[src/rtl/dds_pkg.sv]
// dds_pkg: shared widths, quadrant codes and FSM state type for the DDS phase path
package dds_pkg;
  localparam int ACC_W_DEF = 32;
  localparam int PHASE_W_DEF = 12;
  localparam logic [1:0] Q0 = 2'd0;
  localparam logic [1:0] Q1 = 2'd1;
  localparam logic [1:0] Q2 = 2'd2;
  localparam logic [1:0] Q3 = 2'd3;
  typedef enum logic {IDLE, RUN} state_t;
endpackage

[src/rtl/dds_quarter_fold.sv]
// dds_quarter_fold: folds a full-wave phase into a quarter-wave LUT address and a sign
module dds_quarter_fold
  import dds_pkg::*;
#(
  parameter int PHASE_W = PHASE_W_DEF
) (
  input  logic [PHASE_W-1:0] i_phase,
  output logic [PHASE_W-3:0] o_addr,
  output logic               o_neg
);
  logic [1:0]         w_q;
  logic [PHASE_W-3:0] w_f;
  assign w_q = i_phase[PHASE_W-1:PHASE_W-2];
  assign w_f = i_phase[PHASE_W-3:0];
  // odd quadrants walk the quarter table backwards; the second half is negated
  always_comb begin
    o_addr = (w_q == Q1 || w_q == Q3) ? ~w_f : w_f;
    o_neg  = (w_q == Q2 || w_q == Q3);
  end
endmodule

[src/rtl/dds_phase_gen.sv]
// dds_phase_gen: handshaked-FTW phase accumulator with offset and quarter-wave fold
module dds_phase_gen
  import dds_pkg::*;
#(
  parameter int ACC_W = ACC_W_DEF,
  parameter int PHASE_W = PHASE_W_DEF,
  localparam int ADDR_W = PHASE_W - 2
) (
  input  logic               CLK,
  input  logic               RESETn,
  input  logic               Enable,
  input  logic [ACC_W-1:0]   FtwData,
  input  logic               FtwValid,
  output logic               FtwReady,
  input  logic [PHASE_W-1:0] PhaseOfs,
  output logic [ADDR_W-1:0]  LutAddr,
  output logic               LutNeg,
  output logic               AddrValid,
  output logic               Wrap,
  output logic               Running
);
  state_t              r_state, w_next;
  logic [ACC_W-1:0]    r_shadow, r_ftw, r_acc;
  logic                r_pend, r_carry;
  logic [PHASE_W-1:0]  r_ph1;
  logic                r_v1, r_c1;
  logic                w_accept;
  logic [ACC_W:0]      w_sum;
  logic [ADDR_W-1:0]   w_addr;
  logic                w_neg;

  assign w_accept = FtwValid && !r_pend;
  assign w_sum    = {1'b0, r_acc} + {1'b0, r_ftw};
  assign FtwReady = !r_pend;
  assign Running  = (r_state == RUN);

  // Enable level alone decides the next state from either state
  always_comb begin
    w_next = r_state;
    w_next = Enable ? RUN : IDLE;
  end

  // state register
  always_ff @(posedge CLK or negedge RESETn) begin
    if (!RESETn) r_state <= IDLE;
    else r_state <= w_next;
  end

  // accepted word waits one cycle in the shadow before becoming active
  always_ff @(posedge CLK or negedge RESETn) begin
    if (!RESETn) begin
      r_shadow <= '0;
      r_ftw    <= '0;
      r_pend   <= 1'b0;
    end else if (w_accept) begin
      r_shadow <= FtwData;
      r_pend   <= 1'b1;
    end else if (r_pend) begin
      r_ftw  <= r_shadow;
      r_pend <= 1'b0;
    end
  end

  // accumulate only while staying in RUN; carry travels alongside the wrapped value
  always_ff @(posedge CLK or negedge RESETn) begin
    if (!RESETn) begin
      r_acc   <= '0;
      r_carry <= 1'b0;
    end else if (r_state == RUN && Enable) begin
      {r_carry, r_acc} <= w_sum;
    end else begin
      r_acc   <= '0;
      r_carry <= 1'b0;
    end
  end

  // stage 1: truncate, add offset, tag validity and wrap
  always_ff @(posedge CLK or negedge RESETn) begin
    if (!RESETn) begin
      r_ph1 <= '0;
      r_v1  <= 1'b0;
      r_c1  <= 1'b0;
    end else begin
      r_ph1 <= r_acc[ACC_W-1 -: PHASE_W] + PhaseOfs;
      r_v1  <= (r_state == RUN);
      r_c1  <= r_carry;
    end
  end

  dds_quarter_fold #(.PHASE_W(PHASE_W)) u_fold (
    .i_phase(r_ph1),
    .o_addr (w_addr),
    .o_neg  (w_neg)
  );

  // stage 2: register the fold; address and sign hold while no valid sample
  always_ff @(posedge CLK or negedge RESETn) begin
    if (!RESETn) begin
      LutAddr   <= '0;
      LutNeg    <= 1'b0;
      AddrValid <= 1'b0;
      Wrap      <= 1'b0;
    end else begin
      if (r_v1) begin
        LutAddr <= w_addr;
        LutNeg  <= w_neg;
      end
      AddrValid <= r_v1;
      Wrap      <= r_v1 && r_c1;
    end
  end
endmodule

[config.mk]
export PLATFORM = sky130hd
export DESIGN_NAME = dds_phase_gen
export DESIGN_NICKNAME = d
export VERILOG_FILES = /design/src/rtl/dds_pkg.sv /design/src/rtl/dds_quarter_fold.sv /design/src/rtl/dds_phase_gen.sv
export SDC_FILE = /design/constraint.sdc
export NUM_CORES = 1
export LEC_CHECK = 0
export CAP_MARGIN = 15
export CORE_UTILIZATION = 58
export DETAILED_ROUTE_END_ITERATION = 6
export GPL_TIMING_DRIVEN = 0
export PLACE_DENSITY = 0.78
export SETUP_SLACK_MARGIN = 0.15
export SLEW_MARGIN = 20
export SYNTH_ARGS = -nofsm -noshare
export SYNTH_HDL_FRONTEND = slang
export SYNTH_SLANG_ARGS = --single-unit
[constraint.sdc]
create_clock -name CLK -period 3.2 [get_ports CLK]
set_input_delay 0.96 -clock CLK [delete_from_list [all_inputs] [get_ports CLK]]
set_output_delay 0.96 -clock CLK [all_outputs]
set_load 0.05 [all_outputs]
Word level (Yosys, flattened, before mapping)
Index checks and enable logic that the tools add are counted.
Cells by class
  add/sub/neg operators: 2
  equal/unequal tests: 3
  multiplexer cells: 5
  bitwise gates (word level): 2
  reduce and logical (&&, ||, !) cells: 7
Operators by type and width (count)
  32-bit by 32-bit adder with 33-bit output: 1
  32-bit two-way mux: 1
  12-bit adder: 1
  10-bit two-way mux: 1
  10-bit NOT: 1
  2-bit equality test (second input constant): 2
  1-bit logical AND: 3
  1-bit two-way mux: 3
  2-bit by 1-bit equality test with 1-bit output (second input constant): 1
  1-bit logical OR: 2
  2-bit AND reduction: 1
  1-bit logical NOT: 1
  1-bit NOT: 1
Word-level totals
  register bits after elaboration: 126
  bits of input ports: 48
  output and inout bits: 15

Logic depth before layout (Yosys ltp)
Gate-level depths: netlist (run 1).
  word-level depth: 4
  mapped depth: 10
  depth with buffers taken out: 10

By module
Synthesis (run 1) repeated with hierarchy kept, for this count alone.
Second synthesis, totals
  cell total of the unflattened synthesis: 598
  area total of the unflattened synthesis: 6667.6 um^2
By module, submodules not included
  dds_phase_gen: instances 1, cells each 586, area an instance 6565.0 um^2
  dds_quarter_fold: instances 1, cells each 12, area an instance 102.6 um^2

Worst setup path before layout (run 1)
No wires, ideal clock.
  path type: input to register
  from: input port PhaseOfs[0]
  to: register r_ph1[10]
  library setup time: 0.080 ns
  data arrival time: 2.863 ns
  setup slack: 0.257 ns
  stages: 9
  path buffers: 0
  cells stage by stage: ha_1 fa_1 a21o_1 a21oi_2 o21bai_1 a2111o_1 a31o_1 a21oi_1 xnor2_1
Between the ends
  cells in the longest elaborated chain, start to end: 1
Ends and longest elaborated chain
  start, declared: RTL line dds_phase_gen.sv:15  | input logic [PHASE_W-1:0] PhaseOfs,
  12-bit adder: RTL line dds_phase_gen.sv:84  | r_ph1 <= r_acc[ACC_W-1 -: PHASE_W] + PhaseOfs;
  end signal, assigned: RTL line dds_phase_gen.sv:84
  end, declared: RTL line dds_phase_gen.sv:25  | logic [PHASE_W-1:0] r_ph1;
No other way between the ends.
A chain may end at the register's enable or synchronous reset.

Final worst setup path (run 1)
Same ends and word-level chain as after synthesis.

==> summary.txt, run 1 <==
Route
  – Routed WL: 13800 um
  – DRT iter0 DRCs: 240
  – Detailed-route via count: 4749
  – DRC viols: 0
  – Antenna-violating nets left: 0
  – Pre-antenna DRT Iters: 5
  – Routed wire length per instance: 16.7 um
  – Via-per-instance ratio: 5.75

Synth
  – Async SR Flop Fraction: 1.00
  – Yosys cell types: 52
  – Post-Syn Area: 0.00649 sq mm
  – Synth Instances: 591
  – Avg Cell Area, Syn: 11.0 sq um
  – Synth Flop Type: dfrtp_1
  – Yosys reg bits: 126
  – Synth Warn #: 0
  – Sequential area share after synthesis: 0.486
  – Area leader, netlist: dfrtp_1
  – Top cells by area, synth: dfrtp_1 (49%), mux2_2 (11%), ha_1 (8.3%)
  – Syn nets: 684
  – EDFF count, synth: 0
  – Synth top area share: 0.486

Timing
  – RSZ-0062 raised after global routing: false
  – Final hold vios: 0
  – Worst slew pin tran: 0.699 ns
  – Setup violators final: 0
  – Max-slew violations: 0
  – Final TNS setup: 0 ns
  – Post-route minimum period: 2.94 ns
  – Fmax: 0.340 GHz
  – Final period util: 0.919
  – Slew headroom: 0.534
  – Skew final: 0.00868 ns

Global route
  – Largest net degree at the start of global routing: 73
  – Wire length of the first global-routing pass: 23300 um
  – Vias in the first global route: 4852
  – Initial antenna violation count: 0
  – Global route total overflow: 0
  – GRT Overall Usage: 0.265

Floorplan
  – Core Box Area: 0.0109 sq mm
  – I/O pins: 63
  – Initial Utilization: 0.596
  – Die height: 108 um
  – Site Rows: 38
  – Full die area: 0.0116 sq mm
  – Die X: 108 um

Worst setup path
  – Worst setup SP type: input pin
  – WP data required: 3.66 ns
  – Reg2Reg Depth: 10
  – Critical Path End Type: flip-flop
  – Arrival time at the worst endpoint: 3.40 ns
  – WS Path Type: in2reg
  – CP Max Fanout: 2

Pwr
  – Worst VDD drop: 589 uV
  – Leakage: 0.00351 uW
  – Pwr/cell area: 832 mW/mm^2

Clock tree
  – Clk slew on worst S/H paths: 0.06 ns
  – CTS tree: done
  – Sink Count: 126
  – H-tree Lvls: 4
  – Clock Tree Root: clkbuf_8
  – Cts bufs inserted: 17
  – Clk_lat worst skew: 0.54 ns
  – Hold_buf cts: 0
  – Setup bufs post-CTS: 0
  – Maximum clock path buffer count: 2

Final layout
  – FF+latch area: 0.00315 sq mm
  – Filler cells: 766
  – Share of cells above drive strength 1: 0.156
  – Final core utilization: 0.731
  – P&R area growth vs syn: 22.7%
  – Area of the multi-input gates: 0.00320 sq mm
  – Number of diodes: 0
  – Final nets: 766

Hold path
  – Hold Path Class: reg2reg
  – Hold path depth: 0

Status
  – Status: finished clean

Flow run
  – Max_cap viols: 0

Placement
  – GPL Wtd Cong: 0.929
  – DP HPWL: 9740 um
  – Quantity of I/O buffers inserted on ports: 62
kinds of logic (layout without fill, tap and decap cells):
family / after synthesis / after routing / share of synthesized area
and+or+nand+nor: 145 / 145 / 0.0988
AOI/OAI and AO/OA: 130 / 130 / 0.132
muxes: 68 / 68 / 0.117
DFF: 126 / 126 / 0.486
adders and majority gates: 45 / 45 / 0.0891
xor gates and xnor gates: 41 / 41 / 0.0554
buffers and inverters: 36 / 131 / 0.0212
cells in the final DEF, fill, tap and decap left out, drive strengths merged, types with 2 or more instances in the layout:
cell	count
a31o	2
a21oi	55
dfrtp	126
nand2b	6
and3	4
o21a	5
and2	3
bufinv	5
a21o	10
o21bai	4
buf	8
nand4	5
nand3	7
a21boi	3
nor3	10
ha	43
nand2	40
xor2	13
nor2	60
clkbuf	37
clkinvlp	2
o21ai	21
or3	2
mux2	64
a211oi	5
clkdlybuf4s50	60
nor2b	4
fa	2
inv	15
mux2i	4
a31oi	6
xnor2	28
clkinv	3
o211ai	6
a2111oi	2
power breakdown:
part	switching [uW]	internal, uW	leakage, uW
Sequential	203	1970	0.00153
Combinational	1370	992	0.00167
Clock	678	1400	0.000311
Total	2260	4370	0.00351
flip-flops by register name, summed over array words and instances (netlist names):
register / count
r_c1: 1
AddrValid: 1
r_ftw: 32
LutNeg: 1
r_shadow: 32
Running: 1
r_pend: 1
r_v1: 1
r_carry: 1
Wrap: 1
r_ph1: 12
r_acc: 32
LutAddr: 10
per-layer routing:
layer	global-route usage	wire length [um]	share of wire	up-vias
met2	0.453	6950	0.50	127
met1	0.323	5990	0.44	2339
met4	0.0949	214	0.016	0
met5	0	0	0	-
li1	-	-	-	2258
met3	0.0666	619	0.045	25
final cells by class:
class	instances	share of cell area
multi-input combinational	429	0.402
sequential	126	0.396
timing repair buffer	63	0.0814
clock buffer	22	0.0582
clock inverter	10	0.0231
tap	140	0.0220
buffer	21	0.0105
inverter	15	0.00707
path summary, 6_finish.rpt:
path | startpoint | to | slack, ns
max in group asynchronous | RESETn | r_acc[18] | 2.08
min | r_carry | r_c1 | 0.35
max | PhaseOfs[0] | r_ph1[10] | 0.26
min in group asynchronous | RESETn | Wrap | 0.44
min reg2reg | r_carry | r_c1 | 0.35
max reg2reg | r_ftw[0] | r_acc[30] | 0.42
worst max-delay path, stage by stage:
cell and delay, ns:
clkdlybuf4s50_1 0.41, ha_1 0.22, fa_1 0.41, a21o_1 0.19, a21oi_2 0.17, o21bai_1 0.11, a2111o_1 0.41, a31o_1 0.21
a21oi_1 0.17, xnor2_1 0.13
repair_timing:
action	4_1_cts	5_1_grt
setup endpoints to repair	1	1
pin swaps	0	1
gates resized for setup	3	0
cells in the mapped netlist, drive strengths merged (2+ instances only):
master,number
and3,4
mux2,64
dfrtp,126
nor2b,4
a31o,2
a21o,10
o21ai,21
o211ai,6
nand4,5
a211oi,5
or3,2
fa,2
a21boi,3
xor2,13
nand3,7
and2,3
clkbuf,15
nand2,40
o21a,5
a2111oi,2
a21oi,55
mux2i,4
ha,43
nor3,10
a31oi,6
nand2b,6
xnor2,28
nor2,60
inv,15
buf,6
o21bai,4
stage by stage:
stage	instances	hold slack, ns	total power [uW]	area, sq um	setup slack [ns]
after floorplan	591	0.331	3910	6490	0.257
after global placement	793	0.335	4430	7280	-3.52
after detailed placement	794	0.337	4520	7310	-0.322
after CTS	826	0.349	6660	7960	0.240
after global routing	826	0.349	7010	7960	0.167
final	826	0.348	6620	7960	0.260
Power figures use the tool's default switching activity.
==> inputs of run 2 (changes only) <==
--- a/config.mk
+++ b/config.mk
@@ -6,12 +6,15 @@
 export NUM_CORES = 1
 export LEC_CHECK = 0
 export CAP_MARGIN = 15
-export CORE_UTILIZATION = 58
+export CORE_UTILIZATION = 64
+export CTS_CLUSTER_SIZE = 25
 export DETAILED_ROUTE_END_ITERATION = 6
+export DONT_BUFFER_PORTS = 1
 export GPL_TIMING_DRIVEN = 0
-export PLACE_DENSITY = 0.78
+export PLACE_DENSITY = 0.77
 export SETUP_SLACK_MARGIN = 0.15
 export SLEW_MARGIN = 20
 export SYNTH_ARGS = -nofsm -noshare
 export SYNTH_HDL_FRONTEND = slang
 export SYNTH_SLANG_ARGS = --single-unit
+export TNS_END_PERCENT = 1
==> summary.txt, run 2 (same netlist as run 1, synthesis figures left out) <==
Clock tree
  – Clock Tree Root: clkbuf_8
  – Cts bufs inserted: 17
  – Hold_buf cts: 0
  – CTS tree: done
  – Sink Count: 126
  – Clk_lat worst skew: 0.52 ns
  – Maximum clock path buffer count: 2
  – Setup bufs post-CTS: 0
  – Clk slew on worst S/H paths: 0.05 ns
  – H-tree Lvls: 4
  – Post_cts resized: 1

Route
  – Routed WL: 13300 um
  – DRC viols: 0
  – Antenna-violating nets left: 0
  – Routed wire length per instance: 17.6 um
  – DRT iter0 DRCs: 160
  – Via-per-instance ratio: 5.89
  – Pre-antenna DRT Iters: 5
  – Detailed-route via count: 4442

Timing
  – Fmax: 0.352 GHz
  – Setup violators final: 0
  – Worst slew pin tran: 0.710 ns
  – Skew final: 0.0122 ns
  – Post-route minimum period: 2.84 ns
  – Final period util: 0.888
  – Hold_ws: 0.142 ns
  – Final TNS setup: 0 ns
  – Final hold vios: 0
  – Slew headroom: 0.527
  – Max-slew violations: 0
  – RSZ-0062 raised after global routing: false

Placement
  – Quantity of I/O buffers inserted on ports: 0
  – GPL Wtd Cong: 0.886
  – # placed instances: 724
  – DP HPWL: 9600 um

Floorplan
  – Core Box Area: 0.00982 sq mm
  – Die height: 103 um
  – I/O pins: 63
  – Site Rows: 36
  – Full die area: 0.0105 sq mm
  – Die X: 103 um
  – Initial Utilization: 0.661

Hold path
  – Hold Path Class: in2async

Worst setup path
  – Flop-to-flop setup slack: 0.43 ns
  – WP data required: 2.24 ns
  – Slowest stage delay, CP: 0.41 ns
  – Crit path buffers/inverters: 3
  – Worst setup SP type: flip-flop
  – CP Max Fanout: 10
  – Critical-path top delay cell: clkbuf_1
  – Critical Path Start: r_pend
  – Cell family with most CP delay: buffers and inverters
  – Worst R2R End: r_acc[30]
  – Reg2reg start: r_ftw[0]
  – WS Path Type: reg2out
  – Arrival time at the worst endpoint: 1.88 ns
  – Crit-path cells: clkbuf_1 -> buf_2 -> inv_1
  – Critical Path End Type: output port
  – Reg2Reg Depth: 10

Global route
  – Most Crowded Layer GR: met2
  – Global route total overflow: 0
  – Met3 Usage GRT: 0.0536
  – Met2 usage: 0.484
  – Initial antenna violation count: 0
  – Vias in the first global route: 4584
  – Wire length of the first global-routing pass: 21600 um
  – GRT Overall Usage: 0.273
  – Met1 Use GR: 0.328
  – Largest net degree at the start of global routing: 127

Final layout
  – Number of diodes: 0
  – Most frequent cells in the layout: dfrtp_1 (126), mux2_2 (64), nor2_1 (60), a21oi_1 (52), ha_1 (43)
  – Commonest non-fill, non-tap cell in the layout: dfrtp_1
  – Share of cells above drive strength 1: 0.161
  – P&R area growth vs syn: 10.6%
  – Regs by FF count: r_acc x32, r_ftw x32, r_shadow x32
  – Final core utilization: 0.731
  – Final nets: 703
  – Final non-filler cell total: 754

Pwr
  – Leakage: 0.00319 uW
  – Worst VDD drop: 403 uV
  – Pwr/cell area: 840 mW/mm^2

Flow run
  – Max_cap viols: 0

Status
  – Status: finished clean
-- run 2: changes by cell type in the layout (fill, tap and decap cells not counted), moves of 2 or more --
cell / change
clkbuf_1: +3
clkinv_2: +2
bufinv_16: -4
clkdlybuf4s50_1: -60
-- run 2: final cells by class --
| type | count | area, sq um |
|---|---|---|
| well taps | 133 | 166 |
| plain buffers | 21 | 82.6 |
| multi-input cells | 429 | 3200 |
| flip-flops and latches | 126 | 3150 |
| clock inverters | 7 | 65.1 |
| fillers | 707 | 2640 |
| inverters | 15 | 56.3 |
| clock buffers | 23 | 457 |
-- run 2: how the worst max path moves through the flow --
stage,end,slack (ns),depth (start not counted)
floorplan,r_ph1[10],0.26,9
global placement,r_ph1[10],0.13,9
detailed placement,r_ph1[10],0.11,9
CTS,FtwReady,0.34,3
global route,r_acc[30],0.27,10
finish,FtwReady,0.36,3
-- run 2: where the power goes --
| part | internal, uW | switching, uW | leakage [uW] | total (uW) |
|---|---|---|---|---|
| combinational | 823 | 1070 | 0.00141 | 1890 |
| clock | 1050 | 651 | 0.000254 | 1710 |
| sequential | 1970 | 465 | 0.00153 | 2430 |
| total | 3850 | 2180 | 0.00319 | 6030 |
-- run 2: per-stage QoR --
step	setup slack [ns]	area [sq um]	total power [uW]
finish	0.358	7180	6030
global route	0.271	7180	6380
CTS	0.344	7180	6040
detailed placement	0.109	6650	4310
global placement	0.135	6650	4220
floorplan	0.257	6490	3910
-- run 2: routing by layer --
layer  up-vias  part of all wire
met5         -                 0
met4         0            0.0097
met3        14             0.042
met2       106              0.51
met1      2187              0.43
li1       2135                 -
==> inputs of run 3 (changes only) <==
--- a/config.mk
+++ b/config.mk
@@ -6,12 +6,12 @@
 export NUM_CORES = 1
 export LEC_CHECK = 0
 export CAP_MARGIN = 15
-export CORE_UTILIZATION = 64
+export CORE_UTILIZATION = 35
 export CTS_CLUSTER_SIZE = 25
 export DETAILED_ROUTE_END_ITERATION = 6
 export DONT_BUFFER_PORTS = 1
 export GPL_TIMING_DRIVEN = 0
-export PLACE_DENSITY = 0.77
+export PLACE_DENSITY = 0.46
 export SETUP_SLACK_MARGIN = 0.15
 export SLEW_MARGIN = 20
 export SYNTH_ARGS = -nofsm -noshare
==> summary.txt, run 3 (same netlist as run 1, synthesis figures left out) <==
Floorplan
  – I/O pins: 63
  – Full die area: 0.0191 sq mm
  – Core Box Area: 0.0181 sq mm
  – Site Rows: 49
  – Die height: 138 um
  – Die X: 138 um
  – Initial Utilization: 0.359

Worst setup path
  – Critical Path Start: r_ftw[0]
  – CP Max Fanout: 4
  – Arrival time at the worst endpoint: 3.03 ns
  – Worst setup SP type: flip-flop
  – Critical Path End Type: flip-flop
  – Worst R2R End: r_acc[30]
  – Cell family with most CP delay: compound AO/OA/AOI/OAI gates
  – Slowest stage delay, CP: 0.44 ns
  – Flop-to-flop setup slack: 0.46 ns
  – WS Path Type: reg2reg
  – Stages on worst setup path: 10
  – Reg2Reg Depth: 10
  – WP data required: 3.49 ns
  – Most frequent cell on the critical path: a21oi_1
  – Reg2reg start: r_ftw[0]
  – Crit-path cells: ha_1 -> inv_1 -> fa_1 -> nand2b_1 -> a21oi_1 -> o21a_1 -> a2111oi_0 -> nor2_1 -> a21oi_1 -> mux2i_1
  – Crit path to: r_acc[30]
  – Critical-path top delay cell: nor2_1
  – Crit path buffers/inverters: 1

Placement
  – DP HPWL: 10000 um
  – Pre-CTS setup slack: 0.112 ns
  – GPL Wtd Cong: 0.835
  – Quantity of I/O buffers inserted on ports: 0
  – # placed instances: 820

Global route
  – Initial antenna violation count: 0
  – Global route total overflow: 0
  – Vias in the first global route: 4604
  – Wire length of the first global-routing pass: 23400 um
  – GRT Overall Usage: 0.155
  – Largest net degree at the start of global routing: 127

Pwr
  – Pwr/cell area: 844 mW/mm^2
  – Clock Power Share: 0.311
  – Switching share of power: 0.354
  – Internal Pwr Total: 4020 uW
  – Leakage: 0.00323 uW
  – Comb power frac: 0.299
  – Worst VDD drop: 392 uV
  – Switching Power: 2200 uW
  – Seq pwr share: 0.390

Final layout
  – Number of diodes: 0
  – Most frequent cells in the layout: dfrtp_1 (126), mux2_2 (64), nor2_1 (60), a21oi_1 (52), ha_1 (43)
  – P&R area growth vs syn: 13.6%
  – Share of cells above drive strength 1: 0.167
  – Final nets: 703
  – Regs by FF count: r_acc x32, r_ftw x32, r_shadow x32
  – Final non-filler cell total: 852
  – Final core utilization: 0.408
  – Commonest non-fill, non-tap cell in the layout: dfrtp_1

Timing
  – RSZ-0062 raised after global routing: false
  – Final WS setup: 0.456 ns
  – Post-route minimum period: 2.74 ns
  – Skew final: 0.0147 ns
  – Final TNS setup: 0 ns
  – Setup violators final: 0
  – Final hold vios: 0
  – Final period util: 0.858
  – Worst slew pin tran: 0.688 ns
  – Slew headroom: 0.541
  – Hold_ws: 0.245 ns
  – Fmax: 0.364 GHz
  – Max-slew violations: 0

Route
  – DRT iter0 DRCs: 185
  – Routed wire length per instance: 16.2 um
  – Via-per-instance ratio: 5.15
  – Detailed-route via count: 4391
  – Routed WL: 13800 um
  – DRC viols: 16
  – Pre-antenna DRT Iters: 6
  – Antenna-violating nets left: 0

Clock tree
  – CTS tree: done
  – H-tree Lvls: 4
  – Sink Count: 126
  – Clock Tree Root: clkbuf_16
  – Clk slew on worst S/H paths: 0.06 ns
  – Hold_buf cts: 0
  – Clk_lat worst skew: 0.42 ns
  – Cts bufs inserted: 17
  – Maximum clock path buffer count: 2

Status
  – Status: finished with violations
  – Failing checks: design-rule violations

Flow run
  – Max_cap viols: 0

Hold path
  – Hold Path Class: in2async
==> run 3: cell count changes in the layout (fill, tap and decap cells not counted), sizes merged <==
cell      before  now
buf            6    5
clkinvlp       2    1
clkbuf        38   39
bufinv         1    2
clkinv         4    6
==> run 3: final cells by class <==
| cell class | instances | area, sq um |
|---|---|---|
| fillers | 1754 | 10700 |
| plain buffers | 21 | 82.6 |
| multi-input cells | 429 | 3200 |
| flip-flops and latches | 126 | 3150 |
| well taps | 229 | 287 |
| clock buffers | 23 | 488 |
| inverters | 15 | 56.3 |
| clock inverters | 9 | 109 |
==> run 3: metrics by stage <==
step	area [sq um]	power (uW)
after global placement	6770	4280
after CTS	7370	6300
final	7370	6220
after floorplan	6490	3910
after detailed placement	6770	4310
after global routing	7370	6620
==> run 3: what timing repair did <==
item                                   4_1_cts  5_1_grt
endpoints found under the hold margin        0        0
resized for setup                            0        1
setup buffers                                0        0
setup endpoints to repair                    0        1
==> run 3: worst min-delay path by stage <==
stage,from,depth (start not counted),endpoint,slack [ns]
3_5_place_dp,r_carry,0,r_c1,0.34
3_3_place_gp,r_carry,0,r_c1,0.34
2_1_floorplan,r_carry,0,r_c1,0.33
6_report,RESETn,0,AddrValid,0.25
4_1_cts,RESETn,0,r_shadow[2],0.21
5_1_grt,RESETn,0,r_v1,0.22
==> run 3: power by group through the flow <==
stage,sequential (uW),clock [uW],combinational (uW)
floorplan,2390,0,1520
global placement,2460,0,1820
detailed placement,2470,0,1840
CTS,2440,2000,1860
global route,2480,2060,2080
finish,2430,1940,1860
==> run 3: worst reg2reg max path, stage by stage (launching register included) <==
cell and delay (ns):
dfrtp_1 0.35, ha_1 0.18, inv_1 0.06, fa_1 0.37
nand2b_1 0.19, a21oi_1 0.31, o21a_1 0.26, a2111oi_0 0.12
nor2_1 0.44, a21oi_1 0.18, mux2i_1 0.16
==> run 3: metal layers <==
metal,vias up,part of all wire,track usage
met5,-,0,0
met2,79,0.47,0.248
li1,2140,-,-
met4,0,0.010,0.0550
met3,10,0.039,0.0412
met1,2162,0.48,0.204
